## config.mk

```make
export PLATFORM = sky130hd
export DESIGN_NAME = bool_lut_pipe_flat
export DESIGN_NICKNAME = d
export VERILOG_FILES = /design/src/rtl/bool_lut_pipe_if.sv /design/src/rtl/bool_lut_pipe.sv /design/src/flat_wrapper.sv
export SDC_FILE = /design/constraint.sdc
export NUM_CORES = 1
export LEC_CHECK = 0
export CAP_MARGIN = 20
export CORE_MARGIN = 1.5
export CORE_UTILIZATION = 54
export DETAILED_ROUTE_END_ITERATION = 10
export PLACE_DENSITY = 0.84
export REMOVE_ABC_BUFFERS = 1
export SLEW_MARGIN = 20
export SYNTH_ARGS = -nofsm -noshare
export SYNTH_HDL_FRONTEND = slang
export SYNTH_SLANG_ARGS = --single-unit
```

## constraint.sdc

```tcl
create_clock -name clk -period 7.73 [get_ports clk]
set_input_delay 1.1595 -clock clk [delete_from_list [all_inputs] [get_ports clk]]
set_output_delay 1.1595 -clock clk [all_outputs]
set_load 0.01 [all_outputs]
```

## src/rtl/bool_lut_pipe_if.sv

```systemverilog
// Handshake bundle for bool_lut_pipe: table configuration, input/output beats and hit counter.
// The master side drives requests and beats; the slave side is the function unit.
interface bool_lut_pipe_if #(
    parameter int N_IN  = 3,
    parameter int CH    = 4,
    parameter int CNT_W = 16
);
    logic                   cfg_we;
    logic [(2**N_IN)-1:0]   cfg_data;
    logic                   cfg_ack;
    logic                   in_valid;
    logic                   in_ready;
    logic [CH*N_IN-1:0]     in_data;
    logic                   out_valid;
    logic                   out_ready;
    logic [CH-1:0]          out_data;
    logic                   cnt_clr;
    logic [CNT_W-1:0]       hit_cnt;

    modport master (
        output cfg_we, cfg_data, in_valid, in_data, out_ready, cnt_clr,
        input  cfg_ack, in_ready, out_valid, out_data, hit_cnt
    );

    modport slave (
        input  cfg_we, cfg_data, in_valid, in_data, out_ready, cnt_clr,
        output cfg_ack, in_ready, out_valid, out_data, hit_cnt
    );
endinterface

```

## src/rtl/bool_lut_pipe.sv

```systemverilog
// Multi-channel truth-table function unit: two-stage valid/ready pipeline sharing one
// programmable table, plus a saturating count of true results leaving the block.
module bool_lut_pipe #(
    parameter int                   N_IN     = 3,
    parameter int                   CH       = 4,
    parameter logic [(2**N_IN)-1:0] TT_RESET = 8'h15,
    parameter int                   CNT_W    = 16
) (
    input logic              clk,
    input logic              rst,
    bool_lut_pipe_if.slave   lut_if
);
    localparam int TT_W  = 2**N_IN;
    localparam int PC_W  = $clog2(CH + 1);
    localparam int SUM_W = ((CNT_W > PC_W) ? CNT_W : PC_W) + 1;
    localparam logic [CNT_W-1:0] CNT_MAX = {CNT_W{1'b1}};

    typedef enum logic {
        CFG_IDLE,
        CFG_ACK
    } cfg_state_e;

    cfg_state_e          cfg_state_q, cfg_state_d;
    logic [TT_W-1:0]     tt_q, tt_d;
    logic [CH*N_IN-1:0]  s1_data_q, s1_data_d;
    logic                v1_q, v1_d;
    logic [CH-1:0]       out_q, out_d;
    logic                v2_q, v2_d;
    logic [CNT_W-1:0]    cnt_q, cnt_d;

    logic                s2_load;
    logic                s1_free;
    logic                s1_take;
    logic                transfer;
    logic                cfg_write;
    logic [PC_W-1:0]     hits;
    logic [SUM_W-1:0]    sum;

    assign s2_load   = v1_q & (~v2_q | lut_if.out_ready);
    assign s1_free   = ~v1_q | s2_load;
    assign s1_take   = lut_if.in_valid & lut_if.in_ready;
    assign transfer  = v2_q & lut_if.out_ready;
    // The table only changes with the pipeline empty, so no beat ever sees a mixed table.
    assign cfg_write = (cfg_state_q == CFG_IDLE) & lut_if.cfg_we & ~v1_q & ~v2_q;

    assign lut_if.in_ready  = s1_free & ~lut_if.cfg_we;
    assign lut_if.out_valid = v2_q;
    assign lut_if.out_data  = out_q;
    assign lut_if.hit_cnt   = cnt_q;
    assign lut_if.cfg_ack   = (cfg_state_q == CFG_ACK);

    always_ff @(posedge clk) begin
        if (rst) begin
            cfg_state_q <= CFG_IDLE;
        end else begin
            cfg_state_q <= cfg_state_d;
        end
    end

    // The ACK state blocks a second write while the requester is still seeing the pulse.
    always_comb begin
        cfg_state_d = cfg_state_q;
        case (cfg_state_q)
            CFG_IDLE: if (cfg_write) cfg_state_d = CFG_ACK;
            CFG_ACK:  cfg_state_d = CFG_IDLE;
            default:  cfg_state_d = CFG_IDLE;
        endcase
    end

    always_comb begin
        hits = '0;
        for (int i = 0; i < CH; i++) begin
            hits = hits + PC_W'(out_q[i]);
        end
        sum = SUM_W'(cnt_q) + SUM_W'(hits);
    end

    always_comb begin
        tt_d      = tt_q;
        s1_data_d = s1_data_q;
        out_d     = out_q;
        cnt_d     = cnt_q;
        v1_d      = s1_take | (v1_q & ~s2_load);
        v2_d      = s2_load | (v2_q & ~lut_if.out_ready);

        if (s1_take) begin
            s1_data_d = lut_if.in_data;
        end
        if (s2_load) begin
            for (int i = 0; i < CH; i++) begin
                out_d[i] = tt_q[s1_data_q[i*N_IN +: N_IN]];
            end
        end
        if (cfg_write) begin
            tt_d = lut_if.cfg_data;
        end
        // Clear takes priority over a coincident transfer.
        if (lut_if.cnt_clr) begin
            cnt_d = '0;
        end else if (transfer) begin
            cnt_d = (sum > SUM_W'(CNT_MAX)) ? CNT_MAX : sum[CNT_W-1:0];
        end
    end

    always_ff @(posedge clk) begin
        if (rst) begin
            tt_q      <= TT_RESET;
            s1_data_q <= '0;
            v1_q      <= 1'b0;
            out_q     <= '0;
            v2_q      <= 1'b0;
            cnt_q     <= '0;
        end else begin
            tt_q      <= tt_d;
            s1_data_q <= s1_data_d;
            v1_q      <= v1_d;
            out_q     <= out_d;
            v2_q      <= v2_d;
            cnt_q     <= cnt_d;
        end
    end
endmodule

```

## src/flat_wrapper.sv

```systemverilog
// flat-port wrapper written by rule: the top's interface ports become plain ports
module bool_lut_pipe_flat 
#(
    parameter int                   N_IN     = 3,
    parameter int                   CH       = 4,
    parameter logic [(2**N_IN)-1:0] TT_RESET = 8'h15,
    parameter int                   CNT_W    = 16
)
  (clk, rst, lut_if_cfg_we, lut_if_cfg_data, lut_if_in_valid, lut_if_in_data, lut_if_out_ready, lut_if_cnt_clr, lut_if_cfg_ack, lut_if_in_ready, lut_if_out_valid, lut_if_out_data, lut_if_hit_cnt);
  bool_lut_pipe_if #(.N_IN(N_IN), .CH(CH), .CNT_W(CNT_W)) lut_if_i ();
  input logic clk;
  input logic rst;
  input wire logic [$bits(lut_if_i.cfg_we)-1:0] lut_if_cfg_we;
  input wire logic [$bits(lut_if_i.cfg_data)-1:0] lut_if_cfg_data;
  input wire logic [$bits(lut_if_i.in_valid)-1:0] lut_if_in_valid;
  input wire logic [$bits(lut_if_i.in_data)-1:0] lut_if_in_data;
  input wire logic [$bits(lut_if_i.out_ready)-1:0] lut_if_out_ready;
  input wire logic [$bits(lut_if_i.cnt_clr)-1:0] lut_if_cnt_clr;
  output wire logic [$bits(lut_if_i.cfg_ack)-1:0] lut_if_cfg_ack;
  output wire logic [$bits(lut_if_i.in_ready)-1:0] lut_if_in_ready;
  output wire logic [$bits(lut_if_i.out_valid)-1:0] lut_if_out_valid;
  output wire logic [$bits(lut_if_i.out_data)-1:0] lut_if_out_data;
  output wire logic [$bits(lut_if_i.hit_cnt)-1:0] lut_if_hit_cnt;
  assign lut_if_i.cfg_we = lut_if_cfg_we;
  assign lut_if_i.cfg_data = lut_if_cfg_data;
  assign lut_if_i.in_valid = lut_if_in_valid;
  assign lut_if_i.in_data = lut_if_in_data;
  assign lut_if_i.out_ready = lut_if_out_ready;
  assign lut_if_i.cnt_clr = lut_if_cnt_clr;
  assign lut_if_cfg_ack = lut_if_i.cfg_ack;
  assign lut_if_in_ready = lut_if_i.in_ready;
  assign lut_if_out_valid = lut_if_i.out_valid;
  assign lut_if_out_data = lut_if_i.out_data;
  assign lut_if_hit_cnt = lut_if_i.hit_cnt;
  bool_lut_pipe #(.N_IN(N_IN), .CH(CH), .TT_RESET(TT_RESET), .CNT_W(CNT_W)) u_core (.clk(clk), .rst(rst), .lut_if(lut_if_i));
endmodule
```

==> results.cfg, run 1 <==
[timing]
finalSetupTns_ns = 0
finalCriticalPeriod_ns = 3.715
rsz0062_at_grt = false
tightest_slew_ns = 0.8275
slew_violations = 0
post-route-period-util = 0.4806
fin_skew_ns = 0.007348
maxSlewHeadroom = 0.4466
hold_violations = 0
clock.fmax_mhz = 269.2
finalSetupViolCount = 0

[cells_and_area]
drive_gt1_frac = 0.09962
finalInstanceArea_sq_um = 2736
nets = 295
diodes = 0
synthToLayoutAreaGrowth_pct = 27.22
fin_cells = 309

[route]
drt_iter0_drc = 143
wl_per_cell_microns = 14.80
antenna_left = 0
vias_per_cell = 5.702
drc = 0
wirelength_microns = 4574
firstDrtPassIters = 4
vias = 1762

[clock_tree]
cts_inserted_buffers = 5
clock_tree.root_cell = clkbuf_8
clock_latency_ns = 0.30
htree_levels = 2
cts_tree = built
cts_resized = 0
clock-sinks = 43
clockBufferDepth = 2
cts_setup_buffers = 0
clk_pin_slew_ns = 0.07
cts_hold_buf = 0

[place]
placed_area_sq_um = 2664
dpl.hpwl_microns = 3468
placedCellCount = 303
gp_congestion = 0.8817
io_buffers = 48

[synth]
synth_most_common_cell = dfxtp_1
synthCells = 215
async_flop_share = 0
synth_edf_count = 0
synth_cell_types = 41
yosysTopAreaCell = dfxtp_1
synth_area_leaders = dfxtp_1 40%, mux2i_1 9.8%, mux4_2 8.4%
synth_ff_type = dfxtp_1
syn_avg_cell_area_sq_um = 10.00
synth_common_cells = 43 x dfxtp_1, 29 x nor2_1, 21 x mux2i_1
yosysSeqAreaShare = 0.4002
synthesis.area_sq_um = 2151
ys_ff_latch = 43
ys.warnings.count = 0
synth_top_area_frac = 0.4002

[floorplan]
die_h_microns = 66.11
core_area_sq_um = 3744
ios = 49
start_util = 0.5745
die_area_sq_um = 4371
die_w_microns = 66.11
num_rows = 22

[pwr]
leakage_nw = 1.014
ir_drop_v = 0.0001228
powerDensity_nw_per_um2 = 156.9

[global_routing]
gr-total-overflow = 0
grt_pass1_vias = 1710
grt_pass1_wl_microns = 7659
grt_usage = 0.2333
antenna_found_initial = 0
grt_max_degree = 30

[worst_setup_path]
timing.rr.start = u_core.lut_if.out_data[0]
path_class = input pin to output pin
slowest_delay_ns = 0.58
r2r_cells = 11
path_common_cell = clkdlybuf4s50_1
worstPathRequired_ns = 6.57
crit_arrival_ns = 2.56
r2r_setup_slack_ns = 4.73
cp_cell_sequence = clkdlybuf4s50_1 > nor2b_1 > a21oi_1 > clkdlybuf4s50_1
cp-end-kind = output pin
path_max_fanout = 7
cp-start-kind = input pin
slowest_stage = clkdlybuf4s50_1
r2r-end = u_core.lut_if.hit_cnt[13]

[outcome]
outcome = complete, no violations

[min_path]
worst_hold_path.num_cells = 2
hp-class = flip-flop to flip-flop
min_from = u_core.s1_data_q[11]
min_to = u_core.s1_data_q[11]

[flow_run]
max_cap_viol_count = 0
-- metrics by stage --
| step | util | hold WS [ns] | worst slack (ns) | total power [mW] |
|---|---|---|---|---|
| floorplan | - | 0.4868 | 4.736 | 0.2744 |
| CTS | 0.7309 | 0.5336 | 4.011 | 0.4310 |
| finish | 0.7309 | 0.5296 | 4.015 | 0.4293 |
| detailed placement | 0.7116 | 0.5167 | 4.029 | 0.3025 |
| global placement | 0.7116 | 0.5105 | 4.060 | 0.3003 |
| global route | 0.7309 | 0.5689 | 3.954 | 0.4478 |
-- worst max-delay path by stage --
| stage | startpoint | endpoint | slack [ns] |
|---|---|---|---|
| floorplan | lut_if_cfg_we | u_core.tt_q[0] | 4.74 |
| global placement | lut_if_out_ready | lut_if_in_ready | 4.06 |
| detailed placement | lut_if_out_ready | lut_if_in_ready | 4.03 |
| CTS | lut_if_out_ready | lut_if_in_ready | 4.01 |
| global route | lut_if_out_ready | lut_if_in_ready | 3.95 |
| finish | lut_if_out_ready | lut_if_in_ready | 4.02 |
-- flip-flops by register name, summed over array words and instances, names as in the netlist --
register                 flops
u_core.lut_if.cfg_ack        1
u_core.lut_if.hit_cnt       16
u_core.lut_if.out_data       4
u_core.lut_if.out_valid      1
u_core.s1_data_q            12
u_core.tt_q                  8
u_core.v1_q                  1
-- area by class of cell --
type                            count  area [sq um]
Multi-Input combinational cell    153          1214
Fill cell                         302          1007
Sequential cell                    43         860.8
Timing Repair Buffer               50         495.5
Clock buffer                        6         72.57
Tap cell                           48         60.06
Inverter                            9         33.78
-- layer usage --
layer | up-vias | track usage | wire, microns
met1 | 815 | 0.2625 | 1966
met4 | 0 | 0.1276 | 140
met5 | - | 0 | 0
met3 | 13 | 0.03748 | 169
met2 | 50 | 0.4163 | 2298
li1 | 884 | - | -
-- power breakdown --
part | switching, mW | total [mW] | internal (mW)
combinational | 0.0216 | 0.0579 | 0.0363
sequential | 0.00911 | 0.239 | 0.230
clock | 0.0722 | 0.132 | 0.0603
-- layout by cell type, fill, tap and decap left out, types with 6 or more instances in the layout --
| master | instances |
|---|---|
| clkdlybuf4s50_1 | 48 |
| mux4_2 | 8 |
| dfxtp_1 | 43 |
| a211oi_1 | 6 |
| nor2_1 | 29 |
| nor2b_1 | 7 |
| inv_1 | 9 |
| mux2i_1 | 21 |
| a21oi_1 | 15 |
-- critical path: cells and delay by family --
| kind | cells | cell delay [ns] |
|---|---|---|
| AO/OA/AOI/OAI | 1 | 0.16 |
| AND/OR/NAND/NOR | 1 | 0.11 |
| buffers and inverters | 2 | 1.13 |
-- kinds of logic after synthesis --
family                     synth area share
xor gates and xnor gates            0.02444
and+or+nand+nor                      0.1635
DFF                                  0.4002
adders and majority gates           0.04770
buffers and inverters               0.03839
muxes                                0.1815
AOI/OAI and AO/OA                    0.1443
Note: power is estimated with default switching activity, not from simulation.
==> run 2: changes to the inputs <==
- CORE_UTILIZATION: 54 -> 45
- PLACE_DENSITY: 0.84 -> 0.75
- clock period: 7.73 -> 3.4 ns (I/O delays scaled with it)
==> run 2 against run 1 <==
  * Power grew 140%
  * Flip-flop and latch count is the same
  * Critical endpoint is now u_core.lut_if.hit_cnt[8]
  * Clock power grew to 2.7 times the previous value
  * Largest power group unchanged
  * Worst hold slack lost 0.010 ns
  * Clock skew shrank 0.0013 ns
  * Sequential share of layout area shrank 0.37 points
  * Final area grew 1.2%
  * Setup slack lost 3.6 ns
  * Via count grew 3.3%
  * Critical path depth grew 7
==> results.cfg, run 2 (synthesized netlist as in run 1, its figures left out) <==
[pwr]
ir_drop_v = 0.0002476
p_int_uw = 790.7
powerDensity_nw_per_um2 = 374.0
p_seq_frac = 0.524
leakage_nw = 1.028
swShare = 0.2365
power_switching_uw = 244.9
comb_power_share = 0.129
clkPwrFrac = 0.347

[worst_setup_path]
cp_cell_sequence = ha_1 > inv_1 > fa_1 > inv_1 > ha_1 > inv_1 > fa_1 > nor2b_1 > o21a_1 > nand3_1 > a21oi_1
path_common_cell = inv_1
slowest_delay_ns = 0.41
path_max_fanout = 10
worstPathRequired_ns = 3.63
crit_arrival_ns = 3.19
path_class = flip-flop to flip-flop
cp-start-kind = flip-flop
slowest_stage = fa_1
cp-end-kind = flip-flop

[floorplan]
core_area_sq_um = 4474
die_h_microns = 72.14
die_w_microns = 72.14
ios = 49
die_area_sq_um = 5203
start_util = 0.4807
num_rows = 24

[global_routing]
grt_util_met2 = 0.3148
grt_pass1_vias = 1702
met3_usage = 0.04583
grt_usage = 0.1878
grtUsageMet1 = 0.2335
grt_max_degree = 30
grt_pass1_wl_microns = 7645
antenna_found_initial = 0
gr-total-overflow = 0
grt-busiest-layer = met2

[timing]
hold_violations = 0
maxSlewHeadroom = 0.4392
tightest_slew_ns = 0.8387
rsz0062_at_grt = false
clock.fmax_mhz = 337.5
fin_ws_ns = 0.4369
post-route-period-util = 0.8715
finalSetupViolCount = 0
finalCriticalPeriod_ns = 2.963
fin_skew_ns = 0.006066
whs_ns = 0.5196
slew_violations = 0
finalSetupTns_ns = 0

[place]
gp_congestion = 0.7946
placed_area_sq_um = 2669
dpl.hpwl_microns = 3409
io_buffers = 48
post-place-ws_ns = 0.4662

[clock_tree]
cts_hold_buf = 0
clock_tree.root_cell = clkbuf_8
clk_pin_slew_ns = 0.08
clock-sinks = 43
cts_setup_buffers = 0
cts_resized = 0
cts_tree = built
clock_latency_ns = 0.30
cts_inserted_buffers = 5
clockBufferDepth = 2
htree_levels = 2

[route]
wirelength_microns = 4699
firstDrtPassIters = 4
wl_per_cell_microns = 14.92
antenna_left = 0
vias = 1821
drt_iter0_drc = 97
drc = 0
vias_per_cell = 5.781

[cells_and_area]
mostFrequentLayoutCells = 48 x clkdlybuf4s50_1, 43 x dfxtp_1, 29 x nor2_1, 21 x mux2i_1, 15 x a21oi_1
nets = 295
largest_reg_flops = 16
diodes = 0
synthToLayoutAreaGrowth_pct = 28.74
finalInstanceArea_sq_um = 2769
drive_gt1_frac = 0.1065
layout_commonest_cell = clkdlybuf4s50_1

[outcome]
outcome = complete, no violations

[flow_run]
max_cap_viol_count = 0

[min_path]
hp-class = flip-flop to flip-flop
## run 2: changes by cell type in the layout (fill, tap and decap cells not counted)
cell      change
clkbuf_8      +2
## run 2: metal layers
layer / part of all wire / wire [microns]
met4: 0.014 / 68
met1: 0.46 / 2153
met5: 0 / 0
met3: 0.052 / 245
met2: 0.48 / 2233
## run 2: critical path, delay by kind of cell (launching register included)
kind,cells,cell delay [ns]
DFF,1,0.33
and+or+nand+nor,2,0.57
buffers and inverters,3,0.20
adders and majority gates,4,1.26
AOI/OAI and AO/OA,2,0.54
## run 2: power by group through the flow
stage | combinational (mW) | clock, mW | sequential (mW)
2_1_floorplan | 0.0737 | 0 | 0.550
3_3_place_gp | 0.132 | 0 | 0.554
3_5_place_dp | 0.135 | 0 | 0.554
4_1_cts | 0.135 | 0.371 | 0.543
5_1_grt | 0.148 | 0.389 | 0.546
6_report | 0.134 | 0.359 | 0.542
## run 2: metrics by stage
stage,util,power [mW],instances
floorplan,-,0.6238,205
global route,0.6188,1.083,315
global placement,0.5965,0.6859,307
finish,0.6188,1.036,315
detailed placement,0.5965,0.6893,307
CTS,0.6188,1.049,315
## run 2: path summary, 6_finish.rpt
check | start | to | slack, ns | depth (start not counted)
worst max-delay path | u_core.lut_if.out_data[0] | u_core.lut_if.hit_cnt[8] | 0.44 | 11
worst min-delay path | u_core.lut_if.out_data[2] | u_core.lut_if.out_data[2] | 0.52 | 2
worst max register to register | u_core.lut_if.out_data[0] | u_core.lut_if.hit_cnt[8] | 0.44 | 11
worst min register to register | u_core.lut_if.out_data[2] | u_core.lut_if.out_data[2] | 0.52 | 2
## run 2: cell type report
class	instances	area, sq um
clock buffer	8	100.1
sequential	43	860.8
timing repair buffer	50	495.5
tap	52	65.06
multi-input combinational	153	1214
inverter	9	33.78
fill	378	1705
==> run 3: changes to the inputs <==
- CAP_MARGIN: 20 -> unset
==> results of run 3 <==
Final layout, timing and power as in run 2 (identical DEF).
